## config.mk

```make
export PLATFORM = sky130hd
export DESIGN_NAME = mem_access_unit
export DESIGN_NICKNAME = d
export VERILOG_FILES = /design/src/rtl/mem_access_unit.sv
export SDC_FILE = /design/constraint.sdc
export NUM_CORES = 1
export LEC_CHECK = 0
export ABC_AREA = 1
export CAP_MARGIN = 20
export CORE_MARGIN = 2
export CORE_UTILIZATION = 51
export CTS_CLUSTER_SIZE = 20
export DETAILED_ROUTE_END_ITERATION = 8
export GPL_TIMING_DRIVEN = 0
export PLACE_DENSITY = 0.95
export SETUP_SLACK_MARGIN = 0.5
export SYNTH_ARGS = -nofsm -noshare
export SYNTH_HDL_FRONTEND = slang
export SYNTH_SLANG_ARGS = --single-unit
export TNS_END_PERCENT = 10
```

## constraint.sdc

```tcl
create_clock -name clk -period 5.4 [get_ports clk]
set_input_delay 0.54 -clock clk [delete_from_list [all_inputs] [get_ports clk]]
set_output_delay 0.54 -clock clk [all_outputs]
set_load 0.005 [all_outputs]
```

## src/rtl/mem_access_unit.sv

```systemverilog
// Load/store unit between execute and writeback: one outstanding data-memory
// access with alignment check, ack timeout, store lane packing and load extension.
module mem_access_unit #(
    parameter int unsigned ACK_TIMEOUT = 16
) (
    input  logic        clk,
    input  logic        rst_n,
    input  logic        in_valid,
    output logic        in_ready,
    input  logic [5:0]  instr_id,
    input  logic [31:0] alu_result,
    input  logic [31:0] store_data,
    input  logic [4:0]  rd_addr,
    output logic        dmem_req,
    output logic        dmem_we,
    output logic [31:0] dmem_addr,
    output logic [31:0] dmem_wdata,
    output logic [3:0]  dmem_wstrb,
    input  logic        dmem_ack,
    input  logic [31:0] dmem_rdata,
    output logic        out_valid,
    output logic [4:0]  out_rd,
    output logic [31:0] out_data,
    output logic        out_we,
    output logic        misaligned,
    output logic        bus_err
);

    localparam logic [5:0] INSTR_LB  = 6'h10;
    localparam logic [5:0] INSTR_LH  = 6'h11;
    localparam logic [5:0] INSTR_LW  = 6'h12;
    localparam logic [5:0] INSTR_LBU = 6'h13;
    localparam logic [5:0] INSTR_LHU = 6'h14;
    localparam logic [5:0] INSTR_SB  = 6'h18;
    localparam logic [5:0] INSTR_SH  = 6'h19;
    localparam logic [5:0] INSTR_SW  = 6'h1A;

    localparam logic [7:0] CNT_LAST = 8'(ACK_TIMEOUT - 1);

    typedef enum logic [1:0] {
        IDLE,
        WAIT_ACK,
        RESP
    } state_t;

    function automatic logic is_load(input logic [5:0] id);
        return (id == INSTR_LB) || (id == INSTR_LH) || (id == INSTR_LW) ||
               (id == INSTR_LBU) || (id == INSTR_LHU);
    endfunction

    function automatic logic is_store(input logic [5:0] id);
        return (id == INSTR_SB) || (id == INSTR_SH) || (id == INSTR_SW);
    endfunction

    function automatic logic is_misaligned(input logic [5:0] id, input logic [1:0] lo);
        logic half;
        logic word;
        half = (id == INSTR_LH) || (id == INSTR_LHU) || (id == INSTR_SH);
        word = (id == INSTR_LW) || (id == INSTR_SW);
        return (half && lo[0]) || (word && (lo != 2'b00));
    endfunction

    function automatic logic [31:0] load_ext(input logic [5:0] id, input logic [1:0] lane,
                                             input logic [31:0] d);
        logic [7:0]  b;
        logic [15:0] h;
        case (lane)
            2'd0:    b = d[7:0];
            2'd1:    b = d[15:8];
            2'd2:    b = d[23:16];
            default: b = d[31:24];
        endcase
        h = lane[1] ? d[31:16] : d[15:0];
        case (id)
            INSTR_LB:  return {{24{b[7]}}, b};
            INSTR_LBU: return {24'h0, b};
            INSTR_LH:  return {{16{h[15]}}, h};
            INSTR_LHU: return {16'h0, h};
            default:   return d;
        endcase
    endfunction

    state_t      state_q, state_d;
    logic [7:0]  cnt_q, cnt_d;
    logic [5:0]  instr_q, instr_d;
    logic [1:0]  lane_q, lane_d;
    logic        req_q, req_d;
    logic        we_q, we_d;
    logic [31:0] addr_q, addr_d;
    logic [31:0] wdata_q, wdata_d;
    logic [3:0]  wstrb_q, wstrb_d;
    logic        out_valid_q, out_valid_d;
    logic [4:0]  out_rd_q, out_rd_d;
    logic [31:0] out_data_q, out_data_d;
    logic        out_we_q, out_we_d;
    logic        mis_q, mis_d;
    logic        berr_q, berr_d;

    always_comb begin
        state_d     = state_q;
        cnt_d       = cnt_q;
        instr_d     = instr_q;
        lane_d      = lane_q;
        req_d       = req_q;
        we_d        = we_q;
        addr_d      = addr_q;
        wdata_d     = wdata_q;
        wstrb_d     = wstrb_q;
        out_rd_d    = out_rd_q;
        out_data_d  = out_data_q;
        out_valid_d = 1'b0;
        out_we_d    = 1'b0;
        mis_d       = 1'b0;
        berr_d      = 1'b0;

        case (state_q)
            IDLE: begin
                if (in_valid) begin
                    instr_d  = instr_id;
                    lane_d   = alu_result[1:0];
                    out_rd_d = rd_addr;
                    if (!is_load(instr_id) && !is_store(instr_id)) begin
                        state_d     = RESP;
                        out_valid_d = 1'b1;
                        out_data_d  = alu_result;
                        out_we_d    = (rd_addr != 5'd0);
                    end else if (is_misaligned(instr_id, alu_result[1:0])) begin
                        state_d     = RESP;
                        out_valid_d = 1'b1;
                        mis_d       = 1'b1;
                    end else begin
                        state_d = WAIT_ACK;
                        cnt_d   = '0;
                        req_d   = 1'b1;
                        we_d    = is_store(instr_id);
                        addr_d  = {alu_result[31:2], 2'b00};
                        case (instr_id)
                            INSTR_SB: begin
                                wdata_d = {4{store_data[7:0]}};
                                wstrb_d = 4'b0001 << alu_result[1:0];
                            end
                            INSTR_SH: begin
                                wdata_d = {2{store_data[15:0]}};
                                wstrb_d = alu_result[1] ? 4'b1100 : 4'b0011;
                            end
                            INSTR_SW: begin
                                wdata_d = store_data;
                                wstrb_d = 4'b1111;
                            end
                            default: begin
                                wdata_d = '0;
                                wstrb_d = '0;
                            end
                        endcase
                    end
                end
            end
            WAIT_ACK: begin
                // Ack wins over a timeout expiring in the same cycle.
                if (dmem_ack || (cnt_q == CNT_LAST)) begin
                    state_d     = RESP;
                    out_valid_d = 1'b1;
                    req_d       = 1'b0;
                    we_d        = 1'b0;
                    addr_d      = '0;
                    wdata_d     = '0;
                    wstrb_d     = '0;
                    if (!dmem_ack) begin
                        berr_d = 1'b1;
                    end else if (is_load(instr_q)) begin
                        out_data_d = load_ext(instr_q, lane_q, dmem_rdata);
                        out_we_d   = (out_rd_q != 5'd0);
                    end
                end else begin
                    cnt_d = cnt_q + 8'd1;
                end
            end
            default: begin
                state_d = IDLE;
            end
        endcase
    end

    always_ff @(posedge clk or negedge rst_n) begin
        if (!rst_n) begin
            state_q     <= IDLE;
            cnt_q       <= '0;
            instr_q     <= '0;
            lane_q      <= '0;
            req_q       <= 1'b0;
            we_q        <= 1'b0;
            addr_q      <= '0;
            wdata_q     <= '0;
            wstrb_q     <= '0;
            out_valid_q <= 1'b0;
            out_rd_q    <= '0;
            out_data_q  <= '0;
            out_we_q    <= 1'b0;
            mis_q       <= 1'b0;
            berr_q      <= 1'b0;
        end else begin
            state_q     <= state_d;
            cnt_q       <= cnt_d;
            instr_q     <= instr_d;
            lane_q      <= lane_d;
            req_q       <= req_d;
            we_q        <= we_d;
            addr_q      <= addr_d;
            wdata_q     <= wdata_d;
            wstrb_q     <= wstrb_d;
            out_valid_q <= out_valid_d;
            out_rd_q    <= out_rd_d;
            out_data_q  <= out_data_d;
            out_we_q    <= out_we_d;
            mis_q       <= mis_d;
            berr_q      <= berr_d;
        end
    end

    assign in_ready   = (state_q == IDLE);
    assign dmem_req   = req_q;
    assign dmem_we    = we_q;
    assign dmem_addr  = addr_q;
    assign dmem_wdata = wdata_q;
    assign dmem_wstrb = wstrb_q;
    assign out_valid  = out_valid_q;
    assign out_rd     = out_rd_q;
    assign out_data   = out_data_q;
    assign out_we     = out_we_q;
    assign misaligned = mis_q;
    assign bus_err    = berr_q;

endmodule

```

Word-level counts from Yosys, hierarchy flattened
Cells that the tools add are included.

Reduce and logical (&&, ||, !) cells: 31. Shift operators: 1. Muxes and demuxes: 62. Add/subtract/negate cells: 1. Equal/unequal tests: 25.

Operators by type and width (count): 32-bit two-way mux (12); 32-bit case mux with 2 select lines (3); 32-bit case mux with 4 select lines (1); 32-bit case mux with 3 select lines (1); 6-bit by 5-bit equality test with 1-bit output, second input constant (13); 8-bit two-way mux (4); 8-bit case mux with 3 select lines (1); 1-bit two-way mux (22); 4-bit two-way mux (5); 16-bit two-way mux (1); 8-bit case mux with 2 select lines (1); 1-bit logical OR (15); 2-bit inequality test, second input constant (7); 4-bit case mux with 3 select lines (1); 5-bit AND reduction (2); 5-bit nonzero test (2); 8-bit by 1-bit adder with 8-bit output, second input constant (1); 8-bit by 4-bit equality test with 1-bit output, second input constant (1); 2-bit two-way mux (4); 1-bit case mux with 2 select lines (4); 4-bit case mux with 2 select lines (1); 6-bit AND reduction (1); 2-bit by 1-bit equality test with 1-bit output, second input constant (2); 2-bit zero test (2); other kinds (8) (13).

Register bits: 129. Logic and storage cells: 135. Output and inout bits: 112. Input port bits: 111.

Longest topological paths before layout
Gate-level depths: netlist of the first run.

Depth after elaboration: 10. Mapped depth: 14.

Worst setup path after synthesis of the first run
Ideal clock, no wire load.

Path kind: input port to flip-flop. From: input port instr_id[5]. To: register addr_q[10], in the netlist dmem_addr[10]. Arrival: 1.738 ns. Library setup time: 0.117 ns. Stages: 12. Data required time: 5.283 ns. Slack: 3.545 ns. Cells stage by stage: inv_1 nand2_1 nor2_1 o21ai_1 nand3_1 nand3_1 nand2_1 nand3_2 buf_4 buf_6 nand2_1 nand2_1.

Longest elaborated chain between the ends: 9. Elaborated cells between the ends (all ways): 26. Classes of those cells: eq/ne (10); reduce/logical (16).

RTL lines: start, declared (RTL line 10) `input logic [5:0] instr_id,`; 6-bit by 5-bit equality test with 1-bit output (on tied branches) (RTL line 47, 58); 1-bit logical OR (3 in series) (RTL line 47) `return (id == INSTR_LB) || (id == INSTR_LH) || (id == INSTR_LW) ||`; 1-bit logical OR (RTL line 48) `(id == INSTR_LBU) || (id == INSTR_LHU);`; 1-bit zero test (RTL line 122) `if (!is_load(instr_id) && !is_store(instr_id)) begin`; 1-bit logical AND (RTL line 122); 2-bit inequality test (no source line); 5-bit AND reduction (no source line) *; end signal, assigned (RTL line 208) `addr_q <= addr_d;`; end, declared (RTL line 89) `logic [31:0] addr_q, addr_d;`.

Every way passes the cells marked *; elsewhere a longest branch is shown, timed or not. A chain may end at the register's enable or synchronous reset.

Worst setup path in the final report of the first run
From: input port instr_id[2]. To: register addr_q[18], in the netlist dmem_addr[18].

Same word-level chain as after synthesis.

==> results of run 1 <==
[critical path, delay by kind of cell]
family                 cells  cell delay (ns)
buffers and inverters      4             0.99
and+or+nand+nor            8             1.18
AOI/OAI and AO/OA          1             0.15
[cells by family after synthesis]
kind of cell / count (synthesis) / synth area share [%]
buffers and inverters: 148 / 8.56
and+or+nand+nor: 663 / 39.5
adders and majority gates: 1 / 0.177
AOI/OAI and AO/OA: 80 / 6.19
DFF: 127 / 44.9
muxes: 2 / 0.318
other: 1 / 0.0530
xor gates and xnor gates: 2 / 0.248
[final timing paths]
check,endpoint,slack [ns],cells after the start
max reg2reg,dmem_addr[18],2.98,10
min,dmem_addr[8],0.07,1
max in group asynchronous,dmem_we,4.59,2
min reg2reg,dmem_addr[23],0.47,2
min in group clk,dmem_addr[23],0.47,2
max,dmem_addr[18],2.83,13
[flip-flops by register name (all words and copies together) (netlist names)]
| register | flops |
|---|---|
| misaligned | 1 |
| dmem_req | 1 |
| dmem_wdata | 32 |
| out_rd | 5 |
| lane_q | 2 |
| cnt_q | 8 |
| instr_q | 6 |
| state_q | 2 |
| out_valid | 1 |
| out_data | 32 |
| dmem_addr | 30 |
| out_we | 1 |
| bus_err | 1 |
| dmem_wstrb | 4 |
| dmem_we | 1 |
[layer usage]
metal | GRT usage (%) | wire length, um | up-vias | part of all wire, %
li1 | - | - | 3759 | -
met1 | 40.8 | 9140 | 3581 | 39
met2 | 52.5 | 11000 | 499 | 47
met3 | 8.33 | 2530 | 72 | 11
met4 | 14.7 | 954 | 0 | 4.0
met5 | 0 | 0 | - | 0
[report_power, final]
group | switching [mW] | leakage [nW] | total (mW) | internal, mW
clock network | 0.443 | 0.276 | 1.09 | 0.643
registers | 0.187 | 1.64 | 1.43 | 1.24
logic | 1.25 | 3.31 | 2.17 | 0.921
total | 1.88 | 5.22 | 4.69 | 2.81
[stage by stage]
| step | setup slack [ns] | instance area (um^2) | util [%] |
|---|---|---|---|
| floorplan | 3.55 | 7080 | - |
| global placement | -1.08 | 9510 | 69.3 |
| detailed placement | 2.56 | 9540 | 69.5 |
| CTS | 2.94 | 10100 | 73.6 |
| global route | 2.65 | 10100 | 73.6 |
| finish | 2.83 | 10100 | 73.6 |
[cells in the mapped netlist]
cell	n	area share, %
nand2_1	444	24
dfrtp_1	127	45
inv_1	84	4.5
nor2_1	71	3.8
nand4_1	70	6.2
nand3_1	58	4.1
a21oi_1	47	3.3
clkbuf_1	23	1.2
buf_2	19	1.3
o21ai_0	17	1.2
o211ai_1	9	0.95
buf_1	8	0.42
inv_2	7	0.37
nor2_2	5	0.44
nor3_1	5	0.35
o21ai_1	5	0.35
buf_4	3	0.32
nand3b_1	3	0.32
or2_2	3	0.27
buf_6	2	0.32
clkinv_1	2	0.11
mux2_2	2	0.32
xor2_1	2	0.25
a21oi_4	1	0.23
conb_1	1	0.053
ha_1	1	0.18
nand2_2	1	0.088
nand3_2	1	0.14
nand3b_2	1	0.16
nor2_4	1	0.16
o32ai_1	1	0.12
[area by class of cell]
type | count | area share, %
buffer | 55 | 2.54
clock buffer | 18 | 4.35
clock inverter | 14 | 1.18
inverter | 93 | 3.46
multi-input combinational | 750 | 32.7
sequential | 127 | 31.5
tap | 180 | 2.23
timing repair buffer | 221 | 22.1
==> impl_summary.md, run 1 <==
Timing
The number of slew-limit violations in the final report is 0. Summed over all failing endpoints, the final setup total negative slack is 0 ns. Clock skew on the completed layout was measured at 0.00809 ns. The actual slew at the worst max-slew pin is roughly 0.71 ns.

The tightest hold margin is 0.0677 ns. The minimum period implied by the final worst setup slack is 2.57 ns. The hold violation total from the final report was 0.

The worst pin sits at a relative slew slack of 52.8%. Setup repair after global routing left no endpoint under its margin. Static timing analysis puts the maximum clock frequency at 390 MHz. The final worst-path cycle share is 47.5%. The final-report setup violation count is 0.

Global routing
The total overflow left after global routing is 0. The number of global-route vias before repair is 7552. The initial antenna violation count is 0. The first-pass GRT wire length is 37200 um. The largest net degree at the start of global routing is 75.

For this run, the total global-route usage over all layers was measured as 32.4%.

Finish
The post-route netlist has 6.26% of its cells at a drive strength greater than 1. The synthesis-to-finish area growth is 42.7%. The finished layout holds 1458 standard cells, fillers aside. The most common cell after layout, fill and taps aside is nand2_1. The total inserted antenna cells is 0. In the layout the commonest cells are 444 x nand2_1, 219 x clkdlybuf4s50_1, 127 x dfrtp_1. The count of filler cells inserted in the layout is roughly 1100.

The area of the multi-input gates is between 3000 and 4000 um^2. The footprint of the flip-flops and latches is 3180 um^2. After the last flow step, the layout net total stands at 1377.

Floorplan
The top-level port count is 223. The number of rows in the core area is 43. The y dimension of the die is 122 um. The die extent in x is 122 um.

The die area is approximately 15000 um^2. The core region is 13700 um^2. For this configuration, the core starts out at a cell density of 51.6%.

Pwr
Total power for the finished layout comes to 4.69 mW. In this run the power density over the cells is 464 nW/um^2. The worst vdd rail ir drop is 0.000239 V. Summed over all cells, the static leakage comes to about 5.2 nW.

Clock network
The buffer count from post-CTS setup fixing is 0. The number of buffers added to fix hold violations after cts is 0. The clock net in this run drives a total of 127 sinks. The buffer depth of the longest clock path is 2.

After clock tree synthesis, the repair step resized 0 gates. The CTS tree is yes. The CTS root buffer is clkbuf_16. The H-tree depth is 4. The clock reaches the later pin of the worst-skew pair after 0.42 ns. Buffers inserted during clock tree synthesis total 17. The clock slew at the register clock pins of the worst setup and hold paths is 0.06 ns.

Route
The number of remaining DRC errors is 0. The starting DRC count in detailed routing is 760. The routed design has 23600 um of wire. The first detailed-routing pass ran for 6 iterations.

The count of nets left with antenna violations once routing finished came out at 0. Detailed routing inserted a total of 7911 vias. Dividing the detail-routed via count by the number of cells gives 5.43.

The routed wirelength normalized by instance count is 16.2 um.

Place
The placed instance count is 1426. During placement, the flow inserted port buffers numbering 220. The weighted congestion at the end of routability-driven global placement is 0.942.

The total half-perimeter wirelength after legalization and detailed placement is roughly 18000 um.

Synth
Counting every instance in the synthesized netlist gives between 1000 and 1500. The count of unique library cells instantiated by Yosys is 31. After synthesis the cells add up to a little over 7000 um^2.

The yosys synthesis warning count is 0. The number of flip-flops and latches in the synthesized netlist is 127. The average cell area after synthesis is 6.91 um^2. Sequential elements use 44.9% of the synthesized area.

Hold path
The worst hold path class is input pin to async pin.

Worst setup path
Along the worst path, the maximum fanout reaches 10. The critical path launch point is instr_id[2]. The data required time at the worst endpoint is 5.71 ns. The setup path with the least slack is of type input pin to flop.

Traced cell by cell, the critical path runs through clkdlybuf4s50_1, inv_2, nand2_1, nor2_1, o21ai_1, nand3_1, nand3_1, nand2_1, nand3_2, buf_4, buf_6, nand2_1, nand2_1. In this design, the stage delay of the slowest critical-path cell is 0.48 ns. The worst setup path is launched from an input pin. The reg-to-reg startpoint is cnt_q[0]. The slowest stage of the critical path belongs to the cell clkdlybuf4s50_1. The kind of capture point of the worst setup path is a flop. The data arrival time of the critical path is between 2 and 3 ns. The cell seen most often among critical-path stages is nand2_1.

Run status
The flow ran to the end, and the final reports show no timing, DRC or antenna violations.

Flow run
Max-cap violations in this run came to 0.
Note: power is estimated with default switching activity, not from simulation.
==> run 2, diff against run 1 <==
Settings changed: CORE_UTILIZATION 51 to 47, PLACE_DENSITY 0.95 to 0.9.
Clock period 5.4 ns to 2.5 ns, I/O delays scaled along.
==> run 2 against run 1 <==
Cell area increased by 1.9%. Clock skew about the same. Worst hold slack improved by 0.17 ns. Largest cell class unchanged.
==> impl_summary.md, run 2 (synthesized netlist as in run 1, its figures left out) <==
Timing
Setup violations remaining at the end of the flow were counted as 0. The number of slew-limit violations in the final report is 0. The tightest hold path in the finished design has a slack of 0.233 ns. The hold violation total from the final report is 0.

The actual slew at the worst max-slew pin is 0.571 ns. Headroom to the max-slew limit came out at between 60% and 70%. The routed design could run at a clock period as short as 1.98 ns. The worst path uses 79.2% of the clock period. The summed negative setup slack over all endpoints is 0 ns. The post-route clock skew is 0.00802 ns. Setup repair after global routing could not meet its margin everywhere. The timing-limited maximum frequency is 505 MHz.

Floorplan
The core area is 14600 um^2. The effective utilization at floorplan is 48.3%. The die extent in x is 127 um.

223 I/O pins were placed. The die covers 16100 um^2. The number of rows in the core area is between 40 and 50.

The y dimension of the die is 127 um.

Worst setup path
The critical path class is flop to primary output. The worst setup path is launched from a flop. The critical path starts at state_q[1].

The worst register-to-register path begins at instr_q[5]. The data arrival time of the critical path is 1.73 ns. Of all nets on the critical path, the largest fanout is 4. The worst setup path is captured at a primary output. At the worst endpoint, the required time is roughly 2.3 ns.

Pwr
Summed over all cells, the static leakage comes to around 5.3 nW. The part of the total power dissipated in sequential elements is 29.6%. Cell internal power was estimated by the tool at 6.26 mW. The clock share of power is 23.8%. Combinational logic is responsible for 46.5% of the overall power. The switching power summed over all nets is 4.16 mW. Net switching is 39.9% of the power. Total power for the finished layout comes to 10.4 mW.

Across the VDD grid, the largest voltage drop is between 0.0006 and 0.0007 V. In this run the power density over the cells is 1010 nW/um^2.

Clock network
The TritonCTS sink count is 127. The later pin in the worst-skew pair is clocked with a latency of around 0.44 ns. The H-tree was split into 4 levels. The buffer depth of the longest clock path is 2. The number of buffers created by CTS is 17.

The CTS tree is yes. The root buffer cell chosen for the clock tree is clkbuf_16. Clock-pin slew was measured on the worst setup and hold paths at 0.06 ns.

Global routing
The initial antenna violation count was 0. The number of global-route vias before repair came to 7560. The first-pass GRT wire length is 38400 um. The largest net degree at the start of global routing is 76. For this run the aggregate overflow at the end of global routing stands at 0.

The overall global routing resource usage is 30.5%.

Route
In this run, the number of DRC markers left after iteration 0 of detailed routing was around 730. The routed wirelength normalized by instance count is ~17 um. The vias after detailed routing is 7969. In the routed layout, each cell is associated on average with a via count of approximately 5.4.

The first detailed-routing pass ran for 5 iterations. After detailed routing, the number of remaining DRC violations is 0. The total wirelength of the detailed-routed design is 24400 um. The number of nets with antenna violations after routing is 0.

Place
The count of buffers inserted at the top-level ports is 220. After legalization and detailed placement, the total HPWL measured around 18000 um. At the end of routability-driven placement, the weighted congestion stood at 0.935.

The placed instance count is 1430.

Finish
Across the whole layout, storage elements account for ~3200 um^2. 0 antenna diodes ended up in the layout. The library cell used most frequently in the layout, excluding fill and tap cells, is nand2_1. Relative to the synthesized area, the layout overhead comes to 45.3%.

The post-layout instance count excluding filler cells is roughly 1500. The area of the multi-input gates is 3390 um^2. The layout has approximately 1200 filler cells. The fraction of final layout cells with drive strength greater than 1 is 8.57%. The top cell types in the final layout, fill and taps aside, are 438 x nand2_1, 218 x clkdlybuf4s50_1, 126 x dfrtp_1. The count of nets after finishing is 1383.

Flow run
The tool flagged a number of max-cap violations equal to 0.

Hold path
The startpoint of the lowest-slack hold path is instr_id[2]. The worst hold path class is input pin to flop.

Run status
The run finished with clean final reports.
-- run 2: power groups by stage --
stage	clock, mW	combinational, mW	sequential, mW
CTS	2.49	4.75	3.08
floorplan	0	2.45	3.09
detailed placement	0	4.65	3.10
global placement	0	4.52	3.07
global route	2.60	5.33	3.15
finish	2.48	4.85	3.09
-- run 2: worst paths after layout --
check / endpoint / slack [ns] / depth (start not counted)
worst max-delay path: in_ready / 0.52 / 2
worst min-delay path: instr_q[2] / 0.23 / 3
worst max register to register: out_data[15] / 0.52 / 9
worst min register to register: dmem_addr[10] / 0.47 / 2
max in group asynchronous: cnt_q[4] / 1.42 / 3
min in group asynchronous: dmem_addr[9] / 0.33 / 2
-- run 2: critical path: stages, from the launching register on --
cell and delay [ns]:
dfrtp_2 0.46, nor2_2 0.25, clkdlybuf4s50_1 0.59
-- run 2: cell type report --
type	instances	area share (%)
plain buffers	55	2.65
clock buffers	19	4.31
clock inverters	13	1.35
inverters	93	3.43
multi-input cells	750	32.9
flip-flops and latches	127	30.9
well taps	184	2.24
repair buffers	227	22.2
-- run 2: through the flow --
stage                     utilization, %  area (um^2)  setup slack [ns]
after CTS                           69.6        10200             0.472
after floorplan                        -         7080             0.781
after global placement              65.0         9510             -3.77
final                               70.2        10300             0.520
after global routing                70.2        10300             0.395
after detailed placement            65.1         9540           -0.0721
-- run 2: what timing repair did --
action	in CTS	in global routing
pin swaps	2	3
endpoints found under the setup margin	90	110
hold buffers	1	0
endpoints found under the hold margin	52	0
resized for setup	11	35
buffers inserted	4	1
gates cloned	0	0
-- run 2: per-layer routing --
metal / vias to the layer above / GRT usage [%] / share of wire, %
li1: 3764 / - / -
met1: 3757 / 38.8 / 40
met2: 405 / 51.7 / 49
met3: 43 / 6.92 / 8.8
met4: 0 / 10.5 / 2.3
met5: - / 0 / 0
